### config.mk
export PLATFORM = sky130hd
export DESIGN_NAME = friscv_cache_line_loader
export DESIGN_NICKNAME = d
export VERILOG_FILES = /design/src/rtl/friscv_cache_line_loader.sv
export SDC_FILE = /design/constraint.sdc
export NUM_CORES = 1
export LEC_CHECK = 0
export ABC_AREA = 1
export CAP_MARGIN = 40
export CORE_MARGIN = 4
export CORE_UTILIZATION = 40
export CTS_CLUSTER_DIAMETER = 50
export DETAILED_ROUTE_END_ITERATION = 12
export PLACE_DENSITY = 0.78
export SLEW_MARGIN = 30
export SYNTH_ARGS = -nofsm -noshare
export SYNTH_HDL_FRONTEND = slang
export SYNTH_SLANG_ARGS = --single-unit
### constraint.sdc
create_clock -name aclk -period 3.3 [get_ports aclk]
set_input_delay 0.495 -clock aclk [delete_from_list [all_inputs] [get_ports aclk]]
set_output_delay 0.495 -clock aclk [all_outputs]
set_load 0.02 [all_outputs]
### src/rtl/friscv_cache_line_loader.sv
`default_nettype none
// ============================================================================
// Module   : friscv_cache_line_loader
// Purpose  : Memory-side loader of the instruction cache. Takes cache-miss
//            requests from the block fetcher and issues single-beat AXI4 line
//            reads. Each returned line is written into the cache blocks and
//            block_fill is pulsed so the fetcher replays the missed fetch.
// Revision : 1.0 - initial release
// ----------------------------------------------------------------------------
// Optional feature macro: LOADER_DEDUP_EN
//   Defined   : a miss for the line most recently accepted, while that line is
//               still in flight and no flush has happened since, is accepted
//               without a new AR; the pending fill serves it.
//   Undefined : every accepted miss issues its own AR.
// ----------------------------------------------------------------------------
// Ports
//   aclk, aresetn, srst        clock, async active-low reset, sync reset
//   flush_reqs, flush_blocks   drop every in-flight request
//   miss_valid/ready/addr/prot miss request channel from the fetcher
//   ar*                        AXI4 read address channel (single beat, fixed ID)
//   r*                         AXI4 read data channel (rready held high)
//   cache_wen/waddr/wdata      line write into the cache blocks
//   block_fill                 one-cycle pulse when a line is written
//   load_err                   one-cycle pulse when a read returns rresp!=OKAY
// ============================================================================
module friscv_cache_line_loader #(
   parameter int                    OSTDREQ_NUM = 4,
   parameter int                    AXI_ADDR_W  = 32,
   parameter int                    AXI_ID_W    = 8,
   parameter logic [AXI_ID_W-1:0]   AXI_ID_MASK = 'h20,
   parameter int                    AXI_DATA_W  = 128
) (
   input  logic                  aclk,
   input  logic                  aresetn,
   input  logic                  srst,
   input  logic                  flush_reqs,
   input  logic                  flush_blocks,
   // miss request from the block fetcher
   input  logic                  miss_valid,
   output logic                  miss_ready,
   input  logic [AXI_ADDR_W-1:0] miss_addr,
   input  logic [2:0]            miss_prot,
   // AXI4 read address channel
   output logic                  arvalid,
   input  logic                  arready,
   output logic [AXI_ADDR_W-1:0] araddr,
   output logic [7:0]            arlen,
   output logic [2:0]            arsize,
   output logic [1:0]            arburst,
   output logic [2:0]            arprot,
   output logic [AXI_ID_W-1:0]   arid,
   // AXI4 read data channel
   input  logic                  rvalid,
   output logic                  rready,
   input  logic [AXI_ID_W-1:0]   rid,
   input  logic [1:0]            rresp,
   input  logic [AXI_DATA_W-1:0] rdata,
   input  logic                  rlast,
   // cache blocks write port
   output logic                  cache_wen,
   output logic [AXI_ADDR_W-1:0] cache_waddr,
   output logic [AXI_DATA_W-1:0] cache_wdata,
   output logic                  block_fill,
   output logic                  load_err
);

   localparam int OFF_W = $clog2(AXI_DATA_W/8);
   localparam int CNT_W = $clog2(OSTDREQ_NUM+1);
   localparam int PTR_W = (OSTDREQ_NUM > 1) ? $clog2(OSTDREQ_NUM) : 1;
   localparam logic [AXI_ADDR_W-1:0] LINE_MASK = {{(AXI_ADDR_W-OFF_W){1'b1}}, {OFF_W{1'b0}}};
   localparam logic [2:0] AR_SIZE  = 3'(OFF_W);
   localparam logic [1:0] AR_INCR  = 2'b01;

   // -------------------------------------------------------------------------
   // State
   // -------------------------------------------------------------------------
   logic [CNT_W-1:0]      ostd_q,    ostd_d;     // accepted, not yet answered
   logic [CNT_W-1:0]      drop_q,    drop_d;     // answers still to discard
   logic [PTR_W-1:0]      wptr_q,    wptr_d;
   logic [PTR_W-1:0]      rptr_q,    rptr_d;
   logic                  arvalid_q, arvalid_d;
   logic [AXI_ADDR_W-1:0] araddr_q,  araddr_d;
   logic [2:0]            arprot_q,  arprot_d;
   logic                  rready_q,  rready_d;
   logic                  wen_q,     wen_d;
   logic [AXI_ADDR_W-1:0] waddr_q,   waddr_d;
   logic [AXI_DATA_W-1:0] wdata_q,   wdata_d;
   logic                  fill_q,    fill_d;
   logic                  err_q,     err_d;

   // Line addresses of in-flight reads, in issue order (responses are in order)
   logic [AXI_ADDR_W-1:0] fifo_mem [OSTDREQ_NUM];

   logic                  w_flush;
   logic                  w_ready;
   logic                  w_accept;
   logic                  w_dedup;
   logic                  w_push;
   logic                  w_rhs;
   logic                  w_pop;
   logic [AXI_ADDR_W-1:0] w_line;
   logic [AXI_ADDR_W-1:0] w_head;
   logic                  w_unused;

   function automatic logic [PTR_W-1:0] ptr_inc(input logic [PTR_W-1:0] p);
      if (p == PTR_W'(OSTDREQ_NUM-1))
         return '0;
      return p + PTR_W'(1);
   endfunction

   // -------------------------------------------------------------------------
   // Handshakes
   // -------------------------------------------------------------------------
   assign w_flush = flush_reqs | flush_blocks;
   assign w_line  = miss_addr & LINE_MASK;
   assign w_head  = fifo_mem[rptr_q];

   // rready_q doubles as the "out of reset" flag so nothing is accepted in reset.
   // A new miss needs the AR slot free, or freeing in this very cycle.
   assign w_ready  = rready_q & ~srst & ~w_flush &
                     (ostd_q < CNT_W'(OSTDREQ_NUM)) &
                     (~arvalid_q | arready);
   assign w_accept = miss_valid & w_ready;
   assign w_push   = w_accept & ~w_dedup;

   // A beat with nothing outstanding is consumed and ignored.
   assign w_rhs    = rvalid & rready_q;
   assign w_pop    = w_rhs & (ostd_q != '0);

   // Single ID, single beat: the response fields below carry no information.
   assign w_unused = ^{rid, rlast};

`ifdef LOADER_DEDUP_EN
   logic [AXI_ADDR_W-1:0] last_line_q, last_line_d;
   logic                  last_vld_q,  last_vld_d;

   // The last accepted line is the newest FIFO entry, so while anything is
   // outstanding (and no flush has marked it for discard) its fill is pending.
   assign w_dedup = last_vld_q & (ostd_q != '0) & (w_line == last_line_q);

   always_comb begin
      last_line_d = last_line_q;
      last_vld_d  = last_vld_q;
      if (srst || w_flush) begin
         last_vld_d = 1'b0;
      end else if (w_push) begin
         last_line_d = w_line;
         last_vld_d  = 1'b1;
      end
   end

   always_ff @(posedge aclk or negedge aresetn) begin
      if (!aresetn) begin
         last_line_q <= '0;
         last_vld_q  <= 1'b0;
      end else begin
         last_line_q <= last_line_d;
         last_vld_q  <= last_vld_d;
      end
   end
`else
   assign w_dedup = 1'b0;
`endif

   // -------------------------------------------------------------------------
   // Next state
   // -------------------------------------------------------------------------
   always_comb begin
      ostd_d    = ostd_q;
      drop_d    = drop_q;
      wptr_d    = wptr_q;
      rptr_d    = rptr_q;
      arvalid_d = arvalid_q;
      araddr_d  = araddr_q;
      arprot_d  = arprot_q;
      rready_d  = 1'b1;
      wen_d     = 1'b0;
      waddr_d   = waddr_q;
      wdata_d   = wdata_q;
      fill_d    = 1'b0;
      err_d     = 1'b0;

      if (srst) begin
         ostd_d    = '0;
         drop_d    = '0;
         wptr_d    = '0;
         rptr_d    = '0;
         arvalid_d = 1'b0;
         araddr_d  = '0;
         arprot_d  = '0;
         rready_d  = 1'b0;
         waddr_d   = '0;
         wdata_d   = '0;
      end else begin
         // AR channel: held until arready, then possibly reloaded same cycle
         if (arvalid_q && arready)
            arvalid_d = 1'b0;
         if (w_push) begin
            arvalid_d = 1'b1;
            araddr_d  = w_line;
            arprot_d  = miss_prot;
            wptr_d    = ptr_inc(wptr_q);
         end

         // R channel: a beat arriving in a flush cycle is discarded as well
         if (w_pop) begin
            rptr_d = ptr_inc(rptr_q);
            if (!w_flush && drop_q == '0) begin
               if (rresp == 2'b00) begin
                  wen_d   = 1'b1;
                  fill_d  = 1'b1;
                  waddr_d = w_head;
                  wdata_d = rdata;
               end else begin
                  err_d   = 1'b1;
               end
            end
         end

         // push is blocked at the limit and pop needs ostd>0: no wrap possible
         ostd_d = ostd_q + CNT_W'(w_push) - CNT_W'(w_pop);

         // A flush marks every in-flight line (minus the one retiring now) for discard
         if (w_flush)
            drop_d = ostd_q - CNT_W'(w_pop);
         else if (w_pop && drop_q != '0)
            drop_d = drop_q - CNT_W'(1);
      end
   end

   // -------------------------------------------------------------------------
   // Registers
   // -------------------------------------------------------------------------
   always_ff @(posedge aclk or negedge aresetn) begin
      if (!aresetn) begin
         ostd_q    <= '0;
         drop_q    <= '0;
         wptr_q    <= '0;
         rptr_q    <= '0;
         arvalid_q <= 1'b0;
         araddr_q  <= '0;
         arprot_q  <= '0;
         rready_q  <= 1'b0;
         wen_q     <= 1'b0;
         waddr_q   <= '0;
         wdata_q   <= '0;
         fill_q    <= 1'b0;
         err_q     <= 1'b0;
      end else begin
         ostd_q    <= ostd_d;
         drop_q    <= drop_d;
         wptr_q    <= wptr_d;
         rptr_q    <= rptr_d;
         arvalid_q <= arvalid_d;
         araddr_q  <= araddr_d;
         arprot_q  <= arprot_d;
         rready_q  <= rready_d;
         wen_q     <= wen_d;
         waddr_q   <= waddr_d;
         wdata_q   <= wdata_d;
         fill_q    <= fill_d;
         err_q     <= err_d;
      end
   end

   // Address storage only; occupancy is tracked by ostd_q and the pointers
   always_ff @(posedge aclk) begin
      if (w_push)
         fifo_mem[wptr_q] <= w_line;
   end

   // -------------------------------------------------------------------------
   // Outputs (constant AR fields are masked so every output is 0 in reset)
   // -------------------------------------------------------------------------
   assign miss_ready  = w_ready;
   assign arvalid     = arvalid_q;
   assign araddr      = araddr_q;
   assign arlen       = 8'd0;
   assign arsize      = arvalid_q ? AR_SIZE : 3'd0;
   assign arburst     = arvalid_q ? AR_INCR : 2'b00;
   assign arprot      = arprot_q;
   assign arid        = arvalid_q ? AXI_ID_MASK : '0;
   assign rready      = rready_q;
   assign cache_wen   = wen_q;
   assign cache_waddr = waddr_q;
   assign cache_wdata = wdata_q;
   assign block_fill  = fill_q;
   assign load_err    = err_q;

endmodule
`default_nettype wire

==> results of run 1 <==
[layout make-up]
type                            count  share of cell area, %
Timing Repair Buffer              407                   21.6
Multi-Input combinational cell    868                   21.3
Inverter                          141                   2.87
Clock inverter                     17                   1.41
Sequential cell                   313                   44.4
Clock buffer                       50                   5.49
Tap cell                          448                   2.97
[metal layers]
| layer | vias up | part of all wire [%] | routed length (um) |
|---|---|---|---|
| met5 | - | 0.034 | 13 |
| met4 | 2 | 3.7 | 1440 |
| met3 | 87 | 7.1 | 2700 |
| met2 | 414 | 50 | 19000 |
| met1 | 5360 | 39 | 15100 |
| li1 | 5302 | - | - |
[power breakdown]
part / switching [mW] / leakage, nW / internal (mW)
clock network: 1.60 / 0.627 / 2.70
registers: 0.0386 / 3.80 / 4.08
logic: 0.639 / 4.62 / 0.415
total: 2.28 / 9.05 / 7.20
[critical path: stages]
cell             delay, ns
clkdlybuf4s50_1       0.46
nor2_4                0.22
nand2_2               0.11
nor2_2                0.14
clkdlybuf4s50_1       0.63
[repair_timing]
action	CTS	global route
resized for setup	0	0
setup endpoints to repair	0	0
hold buffers	0	1
hold endpoints to repair	0	16
[worst max path at each step]
stage                            start        endpoint  slack (ns)  cells after the start
final                     flush_blocks      miss_ready        0.76                      5
after floorplan                   srst  fifo_mem[3][0]        0.54                      7
after global placement    flush_blocks       ostd_q[2]        0.56                     12
after detailed placement  flush_blocks       ostd_q[2]        0.52                     12
after global routing      flush_blocks      miss_ready        0.68                      5
after CTS                 flush_blocks      miss_ready        0.74                      5
[placed cells by master (no fill, tap or decap)]
| cell | netlist | routed |
|---|---|---|
| a21oi_1 | 5 | 5 |
| clkinv_2 | 0 | 3 |
| nand2_4 | 0 | 1 |
| nand2_2 | 3 | 3 |
| buf_4 | 34 | 33 |
| fa_1 | 1 | 1 |
| clkinvlp_4 | 0 | 3 |
| a21oi_2 | 1 | 1 |
| clkbuf_16 | 0 | 39 |
| dlygate4sd3_1 | 0 | 1 |
| o21ai_0 | 2 | 2 |
| nand3_1 | 442 | 442 |
| clkinv_8 | 0 | 1 |
| edfxtp_1 | 112 | 112 |
| inv_6 | 0 | 1 |
| nor2_1 | 15 | 11 |
| bufinv_16 | 0 | 6 |
| ha_1 | 11 | 11 |
| clkdlybuf4s50_1 | 0 | 363 |
| inv_2 | 1 | 3 |
| nor3_1 | 2 | 2 |
| nor4_1 | 1 | 1 |
| dfrtp_1 | 201 | 200 |
| inv_1 | 139 | 137 |
| clkbuf_8 | 0 | 3 |
| nand2_1 | 352 | 351 |
| conb_1 | 1 | 26 |
| nor2_2 | 2 | 2 |
| buf_12 | 0 | 9 |
| inv_8 | 0 | 2 |
| nand3_2 | 1 | 1 |
| dfrtp_2 | 0 | 1 |
| nand4_1 | 1 | 1 |
| nor2_4 | 2 | 6 |
| clkinv_4 | 0 | 2 |
| and3_1 | 1 | 1 |
| clkbuf_1 | 16 | 9 |
[cells by family (layout without fill, tap and decap cells)]
logic type | count (synthesis) | count (layout) | share of synthesized area [%]
AO/OA/AOI/OAI | 8 | 8 | 0.320
adder cells (fa/ha/maj) | 12 | 12 | 1.15
buffers and inverters | 273 | 615 | 10.3
flip-flops | 313 | 313 | 61.3
other | 1 | 26 | 0.0274
AND/OR/NAND/NOR | 822 | 822 | 26.9
[sequential cells by signal (all words and copies together) (netlist names)]
signal       flops
load_err         1
rptr_q           2
arvalid          1
wptr_q           2
ostd_q           3
cache_waddr     28
drop_q           3
arprot           3
rready           1
fifo_mem       112
araddr          28
block_fill       1
cache_wdata    128
==> flow_summary.yaml, run 1 <==
hold_path:
  holdPathStages: 2
  hold-path-endpoint: "cache_wdata[86]"
  timing.hold.worst.start: "cache_wdata[86]"
  hp-class: "flip-flop to flip-flop"
place:
  io_buffers: 364
  placement.setup.worst_slack_ns: 0.525
  placement_stage_cell_area_sq_mm: 0.0176
  gp_congestion: 0.848
  numPlacedInstances: 2175
  hpwl_um: 25400
timing:
  finClkSkew_ns: 0.0228
  f_max_mhz: 393
  fin_crit_ns: 2.54
  setup_total_negative_slack_ns: 0
  postLayoutSetupSlackWorst_ns: 0.756
  finalSetupViolCount: 0
  maxSlewViolCount: 0
  timing.slew.headroom_pct: 32.1
  grt_setup_unrepaired: "no"
  timing.hold.ws_ns: 0.499
  worst_slew_pin_slew_ns: 1.02
  hold_viol_final: 0
  post-route-period-util_pct: 77.1
run_status:
  status: "complete, no violations"
logic_synthesis:
  synth_top_cells_by_count: "nand3_1 (442), nand2_1 (352), dfrtp_1 (201)"
  synth.most_common_cell: "nand3_1"
  yosys_warnings: 0
  number_of_enable_type_register_cells_in_the_synthesized_netlist: 112
  yosysUniqueCellTypes: 27
  netlist.top_cell.by_area: "dfrtp_1"
  post-synth-top-area-fraction_pct: 36.7
  netlist_instances: 1429
  synth-main-ff-cell: "dfrtp_1"
  synth_area_sq_mm: 0.0137
  synth-seq-cells: 313
  synth-seq-area-share_pct: 61.3
  syn-mean-instance-area_sq_um: 9.58
  synth_async_sr_flop_share_pct: 64.2
  ys_top_cells_by_area: "dfrtp_1 (37%), edfxtp_1 (25%), nand3_1 (16%), nand2_1 (9.6%), inv_1 (3.8%)"
grt:
  residual_overflow_from_global_routing: 0
  grt_pass1_vias: 10959
  grt_util_all_layers_pct: 19.4
  most_heavily_used_metal_layer_in_global_routing: "met2"
  grt_antenna_before_repair: 1
  met1_routing_resource_usage_after_global_routing_pct: 24.8
  grt_start_max_net_pins: 222
  wire_length_of_the_first_global_routing_pass_um: 57700
  grtUsageMet2_pct: 32.6
  grt.met3_usage_pct: 4.03
routing:
  avgViaCountPerCell: 4.98
  dr_total_vias: 11165
  ant_nets: 0
  detail_route.drc_violations: 0
  drt-wirelength-per-cell_um: 17.1
  drtIter0Drc: 748
  drt_pre_antenna_iters: 5
  routed_wirelength_um: 38300
clock_network:
  worst_setup_hold_path_clk_slew_ns: 0.05
  cts_htree_levels: 2
  clock_latency_ns: 0.51
  number_of_setup_buffers_added_after_cts: 0
  tritoncts.num_buffers: 38
  max-clock-path-buffers: 3
  clock-root-buffer: "clkbuf_16"
  cts_tree: "built"
  cts.sink_count: 313
setup_path:
  worstSetupPathType: "input port to primary output"
  critical_path_required_ns: 2.80
  cp_data_arrival_time_ns: 2.05
  worst-path-max-fanout: 6
  worst_setup_path_start_kind: "input port"
  critPathCaptureType: "primary output"
  r2r_start: "drop_q[0]"
  ff2ff_path_depth: 10
  rr_endpoint: "cache_wdata[70]"
  reg2reg_slack_ns: 1.11
power_and_ir_drop:
  vdd.ir_drop.worst_mv: 0.345
  power_density_mw_per_mm2: 501
  totalPowerFinal_mw: 9.47
  leak_pwr_nw: 9.05
floorplanning:
  die_h_um: 193
  dieArea_sq_mm: 0.0373
  initial_standard_cell_utilization_of_the_core_pct: 40.7
  core-area_sq_mm: 0.0336
  io_pins: 404
  rows: 67
  chipWidth_um: 193
finish:
  ratio_of_cells_with_drive_above_1_in_the_final_layout_pct: 6.68
  multiInputGateArea_sq_mm: 0.00402
  num_antenna_cells: 0
  areaGrowthSynthToFinish_pct: 38.0
  final_core_utilization_pct: 56.2
  layout.area.seq_sq_mm: 0.00839
  nets: 1963
  fin_cells: 2244
  postLayoutCellArea_sq_mm: 0.0189
  fillCellCount: 2807
job:
  drv_cap: 0
Power figures use the tool's default switching activity.
==> inputs of run 2 (changes only) <==
Settings changed: PLACE_DENSITY 0.78 to 0.81.
Clock period 3.3 ns to 2.1 ns, I/O delays scaled along.
==> run 2 against run 1 <==
  * Total power is 55% higher
  * Final cell count is 0.45% higher
  * Clock skew is 0.0017 ns higher
  * Worst hold slack worse by 0.18 ns
  * First-iteration DRC count is 0.94% higher
  * Critical path type is now flip-flop to flip-flop
  * Largest cell class unchanged
  * Largest power group is now registers
  * Highest routed layer unchanged
==> flow_summary.yaml, run 2 (same netlist as run 1, synthesis figures left out) <==
run_status:
  status: "complete, no violations"
routing:
  route.met2.wl_um: 19400
  drt-wirelength-per-cell_um: 17.4
  ant_nets: 0
  routed-wl-met3_um: 2700
  avgViaCountPerCell: 5.02
  dr_total_vias: 11321
  detail_route.drc_violations: 0
  routed_wirelength_um: 39100
  uppermost_layer_routed: "met5"
  drtIter0Drc: 755
  drt_pre_antenna_iters: 5
  drt-met1-wl_um: 15300
setup_path:
  timing.critical_path.buf_inv: 3
  critPathCaptureType: "flip-flop"
  critical_path_required_ns: 2.54
  worstSetupPathType: "flip-flop to flip-flop"
  timing.critical_path.cells: "inv_2, nand2_1, nor2_1, nand3_2, ha_4, inv_4, ha_4, inv_2, fa_2, and3_4, nor3_2"
  critPathMaxStageDelay_ns: 0.45
  rr_endpoint: "ostd_q[2]"
  worst-path-max-fanout: 5
  crit_path_top_delay_cell: "dfrtp_2"
  reg2reg_slack_ns: 0.11
  ff2ff_path_depth: 11
  cp_data_arrival_time_ns: 2.44
  worst_setup_path_start_kind: "flip-flop"
  r2r_start: "ostd_q[2]"
  cpLargestDelayFamily: "adder cells"
clock_network:
  clock_latency_ns: 0.52
  tritoncts.num_buffers: 38
  cts_htree_levels: 2
  cts.sink_count: 313
  cts_tree: "built"
  worst_setup_hold_path_clk_slew_ns: 0.06
  max-clock-path-buffers: 3
  clock-root-buffer: "clkbuf_16"
timing:
  timing.slew.headroom_pct: 64.7
  worst_slew_pin_slew_ns: 0.530
  finalSetupViolCount: 0
  postLayoutSetupSlackWorst_ns: 0.107
  timing.hold.ws_ns: 0.316
  fin_crit_ns: 1.99
  maxSlewViolCount: 0
  post-route-period-util_pct: 94.9
  finClkSkew_ns: 0.0245
  f_max_mhz: 502
  hold_viol_final: 0
power_and_ir_drop:
  leak_pwr_nw: 9.10
  totalPowerFinal_mw: 14.7
  vdd.ir_drop.worst_mv: 0.562
  power_density_mw_per_mm2: 769
place:
  placement.setup.worst_slack_ns: -0.224
  hpwl_um: 26400
  numPlacedInstances: 2185
  gp_congestion: 0.862
  io_buffers: 364
floorplanning:
  io_pins: 404
  initial_standard_cell_utilization_of_the_core_pct: 40.7
  rows: 67
  chipWidth_um: 193
  core-area_sq_mm: 0.0336
  die_h_um: 193
  dieArea_sq_mm: 0.0373
grt:
  grt_antenna_before_repair: 1
  grt_start_max_net_pins: 107
  grt_util_all_layers_pct: 19.9
  residual_overflow_from_global_routing: 0
  grt_pass1_vias: 11120
  wire_length_of_the_first_global_routing_pass_um: 59100
finish:
  nets: 1973
  final_core_utilization_pct: 56.9
  ratio_of_cells_with_drive_above_1_in_the_final_layout_pct: 7.59
  largest_reg_flops: 128
  num_antenna_cells: 0
  mostFrequentLayoutCell: "nand3_1"
  fin_cells: 2254
  areaGrowthSynthToFinish_pct: 39.6
  mostFrequentLayoutCells: "nand3_1 (442), clkdlybuf4s50_1 (362), nand2_1 (351), dfrtp_1 (198), inv_1 (135)"
job:
  drv_cap: 0
hold_path:
  hp-class: "input port to async pin"
run 2: through the flow:
step	TNS, ns	instance area [sq um]
floorplan	0	13800
global placement	-5.05	17800
detailed placement	-6.39	17800
CTS	0	19100
global route	-0.0187	19100
finish	0	19100
run 2: worst max-delay path by stage:
stage               from         to  slack, ns  cells past startpoint
6_report       ostd_q[2]  ostd_q[2]       0.11                     11
3_3_place_gp        srst  ostd_q[2]      -0.25                     12
2_1_floorplan       srst  ostd_q[2]       0.03                     13
3_5_place_dp        srst  ostd_q[2]      -0.22                     12
5_1_grt        ostd_q[2]  ostd_q[2]      -0.02                     11
4_1_cts        ostd_q[2]  ostd_q[2]       0.06                     11
run 2: timing repair:
action                                 CTS  global route
endpoints found under the hold margin   42             0
hold buffers                             1             0
resized for setup                        1            11
buffers inserted                         0             1
setup endpoints to repair                1             2
pin swaps                                0             6
run 2: cell type report:
class | instances | area, sq um
clock buffers | 49 | 1020
flip-flops and latches | 313 | 8400
repair buffers | 417 | 4310
well taps | 448 | 561
inverters | 141 | 544
multi-input cells | 868 | 4060
fillers | 2719 | 14500
clock inverters | 18 | 226
run 2: worst register-to-register path: stages, from the launching register on:
cell,delay (ns)
dfrtp_2,0.45
inv_2,0.07
nand2_1,0.05
nor2_1,0.10
nand3_2,0.11
ha_4,0.27
inv_4,0.05
ha_4,0.11
inv_2,0.04
fa_2,0.35
and3_4,0.16
nor3_2,0.15
run 2: metal layers:
metal  global-route usage [%]  vias to the layer above
met3                     3.44                      113
met1                     25.3                     5402
met5                        0                        -
li1                         -                     5331
met2                     33.9                      473
met4                     8.06                        2
run 2: report_power, final:
| group | switching, mW | internal, mW | total, mW |
|---|---|---|---|
| combinational | 1.03 | 0.709 | 1.74 |
| clock | 2.51 | 3.96 | 6.47 |
| sequential | 0.0718 | 6.42 | 6.49 |
==> inputs of run 3 (changes only) <==
Settings changed: GPL_TIMING_DRIVEN set to 0, RECOVER_POWER set to 50, SKIP_CTS_REPAIR_TIMING set to 1.
==> run 3 against run 2 <==
  * The flow now finishes with violations (setup timing)
  * Final area is 2.5% higher
  * Core utilization is 1.4 points higher
  * Clock power is 2% lower
  * Count of clock-buffer cells in the layout stayed put
  * Maximum frequency is 5.3% lower
  * Worst setup slack worse by 0.11 ns
  * Routed wire length is 16% higher
  * Total power is 0.21% higher
  * Global-route usage is 3.4 points higher
  * Largest power group unchanged
  * Non-clock buffer count is 99 higher
  * Via count is 5.9% higher
==> flow_summary.yaml, run 3 (same netlist as run 1, synthesis figures left out) <==
clock_network:
  cts_htree_levels: 2
  clock-root-buffer: "clkbuf_16"
  cts_tree: "built"
  worst_setup_hold_path_clk_slew_ns: 0.06
  clock_latency_ns: 0.52
  max-clock-path-buffers: 3
  cts.sink_count: 313
  tritoncts.num_buffers: 38
finish:
  fin_cells: 2358
  areaGrowthSynthToFinish_pct: 43.1
  largest_reg_flops: 128
  postLayoutCellArea_sq_mm: 0.0196
  mostFrequentLayoutCell: "nand3_1"
  nets: 2072
  final_core_utilization_pct: 58.3
  mostFrequentLayoutCells: "nand3_1 (442), nand2_1 (351), clkdlybuf4s50_1 (332), dfrtp_1 (199), inv_1 (136)"
  ratio_of_cells_with_drive_above_1_in_the_final_layout_pct: 10.7
power_and_ir_drop:
  p_sw_mw: 3.79
  vdd.ir_drop.worst_mv: 0.521
  power_density_mw_per_mm2: 751
  comb_power_share_pct: 12.8
  intPower_mw: 10.9
  share_of_total_power_consumed_by_net_switching_pct: 25.8
  power.sequential.fraction_pct: 44.1
  pwr-share-clk_pct: 43.1
  leak_pwr_nw: 9.44
job:
  drv_cap: 0
hold_path:
  hp-class: "input port to flip-flop"
setup_path:
  r2r_start: "ostd_q[2]"
  worst-path-max-fanout: 5
  critPathMaxStageDelay_ns: 0.46
  endpoint: "ostd_q[2]"
  critical_path_required_ns: 2.53
  critPathCaptureType: "flip-flop"
  ff2ff_path_depth: 12
  worstSetupPathType: "input port to flip-flop"
  worst_setup_path_start_kind: "input port"
  cp_data_arrival_time_ns: 2.53
  timing.critical_path.cells: "clkdlybuf4s50_1, nor2_4, nand2_4, inv_4, nand3_2, buf_12, ha_4, inv_2, ha_4, inv_2, fa_2, and3_4, nor3_2"
  setup.worst_path.start: "flush_reqs"
  crit_path_top_delay_cell: "clkdlybuf4s50_1"
  rr_endpoint: "ostd_q[2]"
  reg2reg_slack_ns: 0.04
grt:
  grt_pass1_vias: 11744
  wire_length_of_the_first_global_routing_pass_um: 67300
  residual_overflow_from_global_routing: 0
  grt_start_max_net_pins: 86
  grt_antenna_before_repair: 1
  grt_util_all_layers_pct: 23.3
timing:
  fin_crit_ns: 2.10
  f_max_mhz: 475
  timing.hold.ws_ns: 0.0812
  maxSlewViolCount: 0
  hold_viol_final: 0
  timing.slew.headroom_pct: 18.8
  finClkSkew_ns: 0.0162
  setup_total_negative_slack_ns: -0.00478
  worst_slew_pin_slew_ns: 1.22
  post-route-period-util_pct: 100
  postLayoutSetupSlackWorst_ns: -0.00478
  finalSetupViolCount: 1
  grt_setup_unrepaired: "yes"
floorplanning:
  rows: 67
  dieArea_sq_mm: 0.0373
  io_pins: 404
  die_h_um: 193
  chipWidth_um: 193
  initial_standard_cell_utilization_of_the_core_pct: 40.7
  core-area_sq_mm: 0.0336
run_status:
  status: "finished, violations left"
  failing_checks: "setup timing"
place:
  placement_stage_cell_area_sq_mm: 0.0182
  gp_congestion: 0.891
  io_buffers: 362
  numPlacedInstances: 2271
  hpwl_um: 33400
routing:
  ant_nets: 0
  routed_wirelength_um: 45400
  drt_pre_antenna_iters: 6
  detail_route.drc_violations: 0
  dr_total_vias: 11990
  drt-wirelength-per-cell_um: 19.2
  avgViaCountPerCell: 5.08
  drtIter0Drc: 873
-- run 3: cell types whose count changed in the layout (fill, tap and decap cells not counted), sizes merged --
cell,previous run,this run
clkbuf,50,69
inv,144,146
bufinv,4,2
buf,52,135
dlygate4sd2,1,0
clkinv,8,10
dlygate4sd3,1,29
clkdlybuf4s50,362,332
diode,0,3
-- run 3: worst max-delay path: cells and delay by family --
family	cells	cell delay, ns
adders and majority gates	3	0.67
buffers and inverters	5	0.82
and+or+nand+nor	5	0.73
-- run 3: layout make-up --
type                            count  area (sq um)
Fill cell                        2797         14000
Sequential cell                   313          8400
Multi-Input combinational cell    868          4080
Timing Repair Buffer              384          3910
Clock buffer                       49          1030
Buffer                            132           901
Tap cell                          448           561
Inverter                          141           534
Clock inverter                     20           186
Antenna cell                        3          7.51
-- run 3: power groups by stage --
stage               Combinational, mW  Sequential (mW)  Clock [mW]
floorplan                       0.889             6.63           0
global placement                 1.73             6.60           0
detailed placement               1.80             6.60           0
CTS                              1.81             6.48        6.46
global route                     2.07             6.50        6.71
finish                           1.89             6.49        6.35
-- run 3: stage by stage --
| step | total power [mW] | setup WS (ns) |
|---|---|---|
| after detailed placement | 8.39 | -0.738 |
| final | 14.7 | -0.00478 |
| after global placement | 8.33 | -8.64 |
| after floorplan | 7.52 | 0.0317 |
| after CTS | 14.7 | -0.696 |
| after global routing | 15.3 | -0.107 |
-- run 3: how the worst min path moves through the flow --
stage | cells past startpoint | slack, ns | start | endpoint
2_1_floorplan | 0 | 0.02 | aresetn | araddr[10]
3_3_place_gp | 2 | 0.48 | cache_wdata[87] | cache_wdata[87]
3_5_place_dp | 1 | 0.24 | aresetn | cache_wdata[16]
4_1_cts | 1 | -0.30 | aresetn | cache_wdata[16]
5_1_grt | 2 | 0.08 | srst | arvalid
6_report | 2 | 0.08 | srst | arvalid
-- run 3: routing by layer --
metal / wire (um) / share of wire [%] / vias to the layer above / global-route usage [%]
met3: 3630 / 8.0 / 112 / 4.45
met5: 0 / 0 / - / 0
met1: 17500 / 39 / 5778 / 30.0
met4: 1760 / 3.9 / 0 / 8.31
met2: 22500 / 50 / 554 / 39.4
li1: - / - / 5546 / -
